## src/rtl/phy_tx_flit_splitter_if.sv

```systemverilog
// Flit-side and beat-side ready/valid bundles for the PHY TX flit splitter.
// Latency: none, these are plain signal bundles.
// Backpressure: the ready signal flows from the slave modport to the master modport.

// Whole-flit handshake: one FLIT_BYTES payload per accepted transfer.
interface phy_tx_flit_if #(
    parameter int FLIT_BYTES = 64
);
    logic                    in_valid;
    logic                    in_ready;
    logic [FLIT_BYTES*8-1:0] in_bits;

    modport master (output in_valid, output in_bits, input in_ready);
    modport slave  (input in_valid, input in_bits, output in_ready);
endinterface

// 16-lane byte beat handshake, wired straight to the PHY per-lane byte inputs.
interface phy_tx_beat_if;
    logic       out_valid;
    logic       out_ready;
    logic       out_last;
    logic [7:0] out_bits_0;
    logic [7:0] out_bits_1;
    logic [7:0] out_bits_2;
    logic [7:0] out_bits_3;
    logic [7:0] out_bits_4;
    logic [7:0] out_bits_5;
    logic [7:0] out_bits_6;
    logic [7:0] out_bits_7;
    logic [7:0] out_bits_8;
    logic [7:0] out_bits_9;
    logic [7:0] out_bits_10;
    logic [7:0] out_bits_11;
    logic [7:0] out_bits_12;
    logic [7:0] out_bits_13;
    logic [7:0] out_bits_14;
    logic [7:0] out_bits_15;

    modport master (
        output out_valid, output out_last,
        output out_bits_0, output out_bits_1, output out_bits_2, output out_bits_3,
        output out_bits_4, output out_bits_5, output out_bits_6, output out_bits_7,
        output out_bits_8, output out_bits_9, output out_bits_10, output out_bits_11,
        output out_bits_12, output out_bits_13, output out_bits_14, output out_bits_15,
        input  out_ready
    );
    modport slave (
        input  out_valid, input out_last,
        input  out_bits_0, input out_bits_1, input out_bits_2, input out_bits_3,
        input  out_bits_4, input out_bits_5, input out_bits_6, input out_bits_7,
        input  out_bits_8, input out_bits_9, input out_bits_10, input out_bits_11,
        input  out_bits_12, input out_bits_13, input out_bits_14, input out_bits_15,
        output out_ready
    );
endinterface

```

## src/rtl/phy_tx_flit_splitter.sv

```systemverilog
// Splits FLIT_BYTES flits into FLIT_BYTES/16 beats of 16 lane bytes for the PHY TX user port.
// Latency: first beat is presented the cycle after the flit is accepted; back-to-back flits have no bubble.
// Backpressure: out_ready low freezes the current beat; in_ready only rises when idle or on an accepted last beat.
module phy_tx_flit_splitter #(
    parameter int FLIT_BYTES = 64,
    parameter int CNT_W      = 16
) (
    input  logic             clock,
    input  logic             reset,
    phy_tx_flit_if.slave     in_if,
    phy_tx_beat_if.master    out_if,
    output logic             busy,
    output logic [CNT_W-1:0] flit_count
);
    localparam int BEATS = FLIT_BYTES / 16;
    localparam int BW    = (BEATS > 1) ? $clog2(BEATS) : 1;
    localparam logic [BW-1:0] LAST_BEAT = BW'(BEATS - 1);

    typedef enum logic {
        IDLE = 1'b0,
        SEND = 1'b1
    } state_t;

    state_t                   state_q, state_d;
    logic [BW-1:0]            beat_q, beat_d;
    logic [BEATS-1:0][127:0]  flit_q, flit_d;
    logic [CNT_W-1:0]         cnt_q, cnt_d;
    logic                     out_valid_q, out_valid_d;
    logic                     out_last_q, out_last_d;
    logic [15:0][7:0]         out_bits_q, out_bits_d;

    logic beat_is_last;
    logic beat_acc;
    logic in_acc;

    assign beat_is_last = (beat_q == LAST_BEAT);
    assign beat_acc     = (state_q == SEND) & out_if.out_ready;

    // The out_ready term lets the next flit load in the same cycle the last beat leaves.
    assign in_if.in_ready = reset & ((state_q == IDLE) |
                                     ((state_q == SEND) & out_if.out_ready & beat_is_last));
    assign in_acc = in_if.in_valid & in_if.in_ready;

    // Next-state: load flits, advance beats, count completed flits, derive registered outputs.
    always_comb begin
        state_d = state_q;
        beat_d  = beat_q;
        flit_d  = flit_q;
        cnt_d   = cnt_q;
        case (state_q)
            IDLE: begin
                if (in_acc) begin
                    flit_d  = in_if.in_bits;
                    beat_d  = '0;
                    state_d = SEND;
                end
            end
            SEND: begin
                if (beat_acc) begin
                    if (!beat_is_last) begin
                        beat_d = beat_q + 1'b1;
                    end else begin
                        cnt_d = cnt_q + 1'b1;
                        if (in_acc) begin
                            flit_d = in_if.in_bits;
                            beat_d = '0;
                        end else begin
                            state_d = IDLE;
                        end
                    end
                end
            end
        endcase
        out_valid_d = (state_d == SEND);
        out_last_d  = (state_d == SEND) && (beat_d == LAST_BEAT);
        out_bits_d  = flit_d[beat_d];
    end

    // State and output registers; reset discards any partially sent flit.
    always_ff @(posedge clock or negedge reset) begin
        if (!reset) begin
            state_q     <= IDLE;
            beat_q      <= '0;
            flit_q      <= '0;
            cnt_q       <= '0;
            out_valid_q <= 1'b0;
            out_last_q  <= 1'b0;
            out_bits_q  <= '0;
        end else begin
            state_q     <= state_d;
            beat_q      <= beat_d;
            flit_q      <= flit_d;
            cnt_q       <= cnt_d;
            out_valid_q <= out_valid_d;
            out_last_q  <= out_last_d;
            out_bits_q  <= out_bits_d;
        end
    end

    assign busy       = (state_q == SEND);
    assign flit_count = cnt_q;

    assign out_if.out_valid   = out_valid_q;
    assign out_if.out_last    = out_last_q;
    assign out_if.out_bits_0  = out_bits_q[0];
    assign out_if.out_bits_1  = out_bits_q[1];
    assign out_if.out_bits_2  = out_bits_q[2];
    assign out_if.out_bits_3  = out_bits_q[3];
    assign out_if.out_bits_4  = out_bits_q[4];
    assign out_if.out_bits_5  = out_bits_q[5];
    assign out_if.out_bits_6  = out_bits_q[6];
    assign out_if.out_bits_7  = out_bits_q[7];
    assign out_if.out_bits_8  = out_bits_q[8];
    assign out_if.out_bits_9  = out_bits_q[9];
    assign out_if.out_bits_10 = out_bits_q[10];
    assign out_if.out_bits_11 = out_bits_q[11];
    assign out_if.out_bits_12 = out_bits_q[12];
    assign out_if.out_bits_13 = out_bits_q[13];
    assign out_if.out_bits_14 = out_bits_q[14];
    assign out_if.out_bits_15 = out_bits_q[15];
endmodule

```

## src/flat_wrapper.sv

```systemverilog
// flat-port wrapper written by rule: the top's interface ports become plain ports
module phy_tx_flit_splitter_flat 
#(
    parameter int FLIT_BYTES = 64,
    parameter int CNT_W      = 16
)
  (clock, reset, busy, flit_count, in_if_in_valid, in_if_in_bits, in_if_in_ready, out_if_out_valid, out_if_out_last, out_if_out_bits_0, out_if_out_bits_1, out_if_out_bits_2, out_if_out_bits_3, out_if_out_bits_4, out_if_out_bits_5, out_if_out_bits_6, out_if_out_bits_7, out_if_out_bits_8, out_if_out_bits_9, out_if_out_bits_10, out_if_out_bits_11, out_if_out_bits_12, out_if_out_bits_13, out_if_out_bits_14, out_if_out_bits_15, out_if_out_ready);
  phy_tx_flit_if #(.FLIT_BYTES(FLIT_BYTES)) in_if_i ();
  phy_tx_beat_if out_if_i ();
  input  logic clock;
  input  logic reset;
  output logic busy;
  output logic [CNT_W-1:0] flit_count;
  input wire logic [$bits(in_if_i.in_valid)-1:0] in_if_in_valid;
  input wire logic [$bits(in_if_i.in_bits)-1:0] in_if_in_bits;
  output wire logic [$bits(in_if_i.in_ready)-1:0] in_if_in_ready;
  output wire logic [$bits(out_if_i.out_valid)-1:0] out_if_out_valid;
  output wire logic [$bits(out_if_i.out_last)-1:0] out_if_out_last;
  output wire logic [$bits(out_if_i.out_bits_0)-1:0] out_if_out_bits_0;
  output wire logic [$bits(out_if_i.out_bits_1)-1:0] out_if_out_bits_1;
  output wire logic [$bits(out_if_i.out_bits_2)-1:0] out_if_out_bits_2;
  output wire logic [$bits(out_if_i.out_bits_3)-1:0] out_if_out_bits_3;
  output wire logic [$bits(out_if_i.out_bits_4)-1:0] out_if_out_bits_4;
  output wire logic [$bits(out_if_i.out_bits_5)-1:0] out_if_out_bits_5;
  output wire logic [$bits(out_if_i.out_bits_6)-1:0] out_if_out_bits_6;
  output wire logic [$bits(out_if_i.out_bits_7)-1:0] out_if_out_bits_7;
  output wire logic [$bits(out_if_i.out_bits_8)-1:0] out_if_out_bits_8;
  output wire logic [$bits(out_if_i.out_bits_9)-1:0] out_if_out_bits_9;
  output wire logic [$bits(out_if_i.out_bits_10)-1:0] out_if_out_bits_10;
  output wire logic [$bits(out_if_i.out_bits_11)-1:0] out_if_out_bits_11;
  output wire logic [$bits(out_if_i.out_bits_12)-1:0] out_if_out_bits_12;
  output wire logic [$bits(out_if_i.out_bits_13)-1:0] out_if_out_bits_13;
  output wire logic [$bits(out_if_i.out_bits_14)-1:0] out_if_out_bits_14;
  output wire logic [$bits(out_if_i.out_bits_15)-1:0] out_if_out_bits_15;
  input wire logic [$bits(out_if_i.out_ready)-1:0] out_if_out_ready;
  assign in_if_i.in_valid = in_if_in_valid;
  assign in_if_i.in_bits = in_if_in_bits;
  assign in_if_in_ready = in_if_i.in_ready;
  assign out_if_out_valid = out_if_i.out_valid;
  assign out_if_out_last = out_if_i.out_last;
  assign out_if_out_bits_0 = out_if_i.out_bits_0;
  assign out_if_out_bits_1 = out_if_i.out_bits_1;
  assign out_if_out_bits_2 = out_if_i.out_bits_2;
  assign out_if_out_bits_3 = out_if_i.out_bits_3;
  assign out_if_out_bits_4 = out_if_i.out_bits_4;
  assign out_if_out_bits_5 = out_if_i.out_bits_5;
  assign out_if_out_bits_6 = out_if_i.out_bits_6;
  assign out_if_out_bits_7 = out_if_i.out_bits_7;
  assign out_if_out_bits_8 = out_if_i.out_bits_8;
  assign out_if_out_bits_9 = out_if_i.out_bits_9;
  assign out_if_out_bits_10 = out_if_i.out_bits_10;
  assign out_if_out_bits_11 = out_if_i.out_bits_11;
  assign out_if_out_bits_12 = out_if_i.out_bits_12;
  assign out_if_out_bits_13 = out_if_i.out_bits_13;
  assign out_if_out_bits_14 = out_if_i.out_bits_14;
  assign out_if_out_bits_15 = out_if_i.out_bits_15;
  assign out_if_i.out_ready = out_if_out_ready;
  phy_tx_flit_splitter #(.FLIT_BYTES(FLIT_BYTES), .CNT_W(CNT_W)) u_core (.clock(clock), .reset(reset), .in_if(in_if_i), .out_if(out_if_i), .busy(busy), .flit_count(flit_count));
endmodule
```

## config.mk

```make
export PLATFORM = sky130hd
export DESIGN_NAME = phy_tx_flit_splitter_flat
export DESIGN_NICKNAME = d
export VERILOG_FILES = /design/src/rtl/phy_tx_flit_splitter_if.sv /design/src/rtl/phy_tx_flit_splitter.sv /design/src/flat_wrapper.sv
export SDC_FILE = /design/constraint.sdc
export NUM_CORES = 1
export LEC_CHECK = 0
export BUFFER_PORTS_ARGS = -buffer_cell sky130_fd_sc_hd__buf_2
export CAP_MARGIN = 20
export CORE_AREA = 2 2 256 258
export CTS_CLUSTER_SIZE = 25
export DETAILED_ROUTE_END_ITERATION = 12
export DIE_AREA = 0 0 258 260
export PLACE_DENSITY_LB_ADDON = 0.25
export SLEW_MARGIN = 5
export SYNTH_ARGS = -nofsm -noshare
export SYNTH_HDL_FRONTEND = slang
export SYNTH_SLANG_ARGS = --single-unit
```

## constraint.sdc

```tcl
create_clock -name clock -period 3.12 [get_ports clock]
set_clock_uncertainty 0.1 [all_clocks]
set_input_delay 0.624 -clock clock [delete_from_list [all_inputs] [get_ports clock]]
set_output_delay 0.624 -clock clock [all_outputs]
set_load 0.005 [all_outputs]
```

==> results.md <==
Yosys:
- The number of nets in the synthesized netlist is 2,233.
- Dividing the synthesized area by the synthesized cell count gives 15.94 sq um.
- The post-synthesis cell type with the largest combined area is sky130_fd_sc_hd__dfrtp_1.
- Summing every instance area after synthesis gives 27,330 sq um.
- For this run, the number of Yosys warnings is 0.
- The synthesized instance count is 1,715.
- Synthesis inferred 660 register bits.
- Summed over its instances, the top area cell type makes up 60.43% of the synthesized netlist area.
- The number of different library cells used by synthesis comes to 33.
- The count of flip-flops with a built-in enable after synthesis is 0.
- Sorting the synthesized cells by area gives the leading types as sky130_fd_sc_hd__dfrtp_1 60%, sky130_fd_sc_hd__mux2_2 21%, sky130_fd_sc_hd__mux2i_1 14%.
- In the synthesized netlist the async set-or-reset flop fraction comes to 100.0%.
- By count the netlist is led by 660 x sky130_fd_sc_hd__dfrtp_1, 510 x sky130_fd_sc_hd__mux2_2, 381 x sky130_fd_sc_hd__mux2i_1, 52 x sky130_fd_sc_hd__buf_4, 27 x sky130_fd_sc_hd__buf_2.
- The most common cell in the synthesized netlist is sky130_fd_sc_hd__dfrtp_1.
- The most instantiated flip-flop cell in the synthesis netlist is sky130_fd_sc_hd__dfrtp_1.
- Sequential elements use 60.43% of the synthesized area.

Critical path:
- The peak fanout along the critical path is 57.
- The logic depth of the worst register-to-register path is 8.
- The worst setup path is captured at a flop.
- The path type of the worst setup path is reg2reg.
- The required time at the endpoint of the critical path is 3.46 ns.
- The nature of the critical path startpoint is a flop.
- Data on the critical path arrives at its endpoint at 3.13 ns.

Global routing:
- Entering global routing, the biggest net connects 178 pins.
- The first global-routing pass estimated 106,900 microns of wire.
- In the global route stage, met3 resource usage came out at 6.462%.
- The total overflow reported by the global router is 0.
- After global routing, the most crowded layer is met2.
- The overall global routing resource usage is 20.77%.
- For met1 alone, demand over resource in global routing was 24.18%.
- The initial antenna violation count was 56.
- The met2 usage in global routing is 35.01%.
- The number of global-route vias before repair was 18,450.

STA:
- After routing, the total negative slack on setup checks comes to 0 ns.
- Setup violations remaining at the end of the flow were counted as 0.
- Setup repair after global routing left no endpoint under its margin.
- The final count of pins violating max slew is 0.
- The achievable clock frequency is 358.1 MHz.
- For the pin with the worst max-slew slack, the measured transition is 0.9816 ns.
- The number of endpoints with negative hold slack in the final report is 0.
- The final critical path time including I/O delays and setup is 2.793 ns.
- In the finished design, the share of the clock period the worst path needs comes to 89.51%.
- The headroom to the max-slew limit is 34.56%.

Power and ir drop:
- The leakage power is 0.01625 uW.
- Across the VDD grid, the largest voltage drop is 0.7052 mV.
- Overall power consumption after layout is estimated at 36,830 uW.
- The total power divided by cell area is 1082 nW/um^2.

Routing:
- The detail route stage leaves a number of antenna-violating nets equal to 0.
- The initial detailed-routing violation count is 725.
- After detailed routing, the number of remaining DRC violations is 0.
- The number of optimization iterations in the first detailed-route pass is 5.
- The total number of vias is 16,530.
- The total routed wirelength is 71,220 microns.
- The via count normalized by instance count is 4.946.
- The routed length per instance is 21.30 microns.

Clock tree:
- Buffers inserted to repair hold after CTS numbered 0.
- TritonCTS created 73 clock buffers.
- The number of clock sinks is 660.
- The buffer type at the clock tree root is sky130_fd_sc_hd__clkbuf_16.
- The insertion delay of the later-clocked pin in the worst-skew pair is 0.61 ns.
- The clock passes through at most 3 buffers.
- The number of H-tree levels is 3.
- After clock tree synthesis, the clock-pin slew on the worst setup and hold paths is 0.06 ns.
- The post-cts sizing count is 0.
- The number of setup buffers added after CTS is 0.
- The TritonCTS clock tree is done.

Floorplan:
- The region available for standard cell placement spans 64,120 sq um.
- The die extent in y is 260 microns.
- The count of boundary I/O pins is 664.
- The full die area is 67,080 sq um.
- After floorplanning, the core was divided into 93 placement rows.
- The die span in x is 258 microns.
- The initial utilization of the core area, before any placement, comes to 42.63%.

Flow run:
- The number of max-cap violations is 0.

Final layout:
- The register area is 16,520 sq um.
- The share of layout cells above drive strength 1 is 54.31%.
- From synthesis to final layout, the design area changed by 24.59%.
- The post-layout net count is 2,920.
- The multi-input combinational cells in the finished layout cover a total of 10,070 sq um.
- Fill cells in the final layout number 5,471.

Place:
- The quantity of I/O buffers inserted on ports is 663.
- The half-perimeter wire length of the detailed placement result is 51,730 microns.
- The global placer's final weighted congestion is 0.8385.

Run status:
- The run finished with clean final reports.

Hold path:
- The path class of the tightest hold or removal check is in2async.
worst paths after layout:
path | start | to | slack, ns
max in group asynchronous | reset | u_core.flit_q[190] | 1.35
min | reset | u_core.flit_q[145] | 0.07
min reg2reg | u_core.flit_count[15] | u_core.flit_count[15] | 0.38
max | u_core.beat_q[0] | u_core.out_if.out_bits_8[7] | 0.33
min in group clock | in_if_in_valid | u_core.busy | 0.16
max reg2reg | u_core.beat_q[0] | u_core.out_if.out_bits_8[7] | 0.33
cells by family (layout without fill, tap and decap cells):
| family | after synthesis | after routing | share of synthesized area, % |
|---|---|---|---|
| XOR/XNOR | 15 | 15 | 0.4807 |
| AO/OA/AOI/OAI | 6 | 6 | 0.2335 |
| adder cells (fa/ha/maj) | 2 | 2 | 0.09154 |
| multiplexers | 895 | 895 | 35.21 |
| buffers and inverters | 103 | 837 | 2.815 |
| flip-flops | 660 | 660 | 60.43 |
| other | 0 | 39 | 0 |
| AND/OR/NAND/NOR | 34 | 34 | 0.7416 |
cell type report:
class / instances / share of cell area, %
Tap cell: 855 / 3.141
Inverter: 3 / 0.03307
Multi-Input combinational cell: 952 / 29.57
Timing Repair Buffer: 712 / 11.63
Clock inverter: 13 / 0.5732
Clock buffer: 109 / 6.272
Sequential cell: 660 / 48.50
Antenna cell: 39 / 0.2866
power breakdown:
group / leakage (uW) / internal [uW] / total (uW) / switching [uW]
Combinational: 0.00712 / 7490 / 14400 / 6950
Sequential: 0.00799 / 12800 / 14000 / 1160
Clock: 0.00114 / 4980 / 8390 / 3400
Total: 0.0162 / 25300 / 36800 / 11500
state kept, by name (all words and copies together), names as in the netlist:
register and cells:
u_core.out_if.out_bits_1 8, u_core.out_if.out_bits_14 8, u_core.flit_count 16, u_core.out_if.out_bits_11 8, u_core.flit_q 512, u_core.out_if.out_bits_0 8
u_core.out_if.out_bits_2 8, u_core.out_if.out_bits_10 8, u_core.out_if.out_bits_3 8, u_core.out_if.out_bits_9 8, u_core.out_if.out_bits_15 8, u_core.out_if.out_bits_4 8
u_core.busy 1, u_core.out_if.out_bits_7 8, u_core.out_if.out_last 1, u_core.out_if.out_bits_8 8, u_core.out_if.out_bits_5 8, u_core.beat_q 2
u_core.out_if.out_bits_12 8, u_core.out_if.out_bits_6 8, u_core.out_if.out_bits_13 8
metrics by stage:
step | area (sq um) | hold WS, ns | util, % | worst slack (ns) | std cells
4_1_cts | 33960 | 0.09736 | 52.96 | 0.3167 | 3304
3_5_place_dp | 31630 | 0.3674 | 49.33 | 0.2718 | 3182
3_3_place_gp | 31630 | 0.3542 | 49.33 | 0.2974 | 3182
6_report | 34050 | 0.06975 | 53.11 | 0.3274 | 3343
5_1_grt | 34040 | 0.07356 | 53.09 | 0.2175 | 3336
2_1_floorplan | 27330 | 0.2284 | - | 1.004 | 1715
cells in the final DEF (no fill, tap or decap), types with 2 or more instances in the layout:
cell,count
sky130_fd_sc_hd__clkinv_8,3
sky130_fd_sc_hd__clkinv_2,4
sky130_fd_sc_hd__and4_1,3
sky130_fd_sc_hd__clkbuf_16,76
sky130_fd_sc_hd__mux2i_1,381
sky130_fd_sc_hd__mux2_2,510
sky130_fd_sc_hd__dfrtp_1,660
sky130_fd_sc_hd__nor2_1,4
sky130_fd_sc_hd__xnor2_1,13
sky130_fd_sc_hd__nand3_1,8
sky130_fd_sc_hd__mux2_4,3
sky130_fd_sc_hd__xor2_1,2
sky130_fd_sc_hd__bufinv_16,3
sky130_fd_sc_hd__nand3b_1,2
sky130_fd_sc_hd__nand2_1,6
sky130_fd_sc_hd__buf_12,21
sky130_fd_sc_hd__ha_1,2
sky130_fd_sc_hd__diode_2,39
sky130_fd_sc_hd__buf_4,28
sky130_fd_sc_hd__inv_1,3
sky130_fd_sc_hd__and3_1,2
sky130_fd_sc_hd__buf_2,662
sky130_fd_sc_hd__clkbuf_1,22
sky130_fd_sc_hd__clkbuf_8,11
sky130_fd_sc_hd__nand4_1,2
critical path: stages, from the launching register on:
cell and delay, ns:
sky130_fd_sc_hd__dfrtp_1 0.47, sky130_fd_sc_hd__ha_1 0.33, sky130_fd_sc_hd__a21boi_4 0.10, sky130_fd_sc_hd__nor2_4 0.21
sky130_fd_sc_hd__buf_12 0.33, sky130_fd_sc_hd__buf_12 0.26, sky130_fd_sc_hd__mux2_2 0.37, sky130_fd_sc_hd__mux2i_1 0.24
sky130_fd_sc_hd__mux2i_1 0.14
routing by layer:
layer | part of all wire (%) | up-vias
li1 | - | 7530
met1 | 39 | 8336
met2 | 50 | 464
met3 | 6.7 | 171
met4 | 3.6 | 32
met5 | 0.29 | -
(Power assumes the default switching activity.)
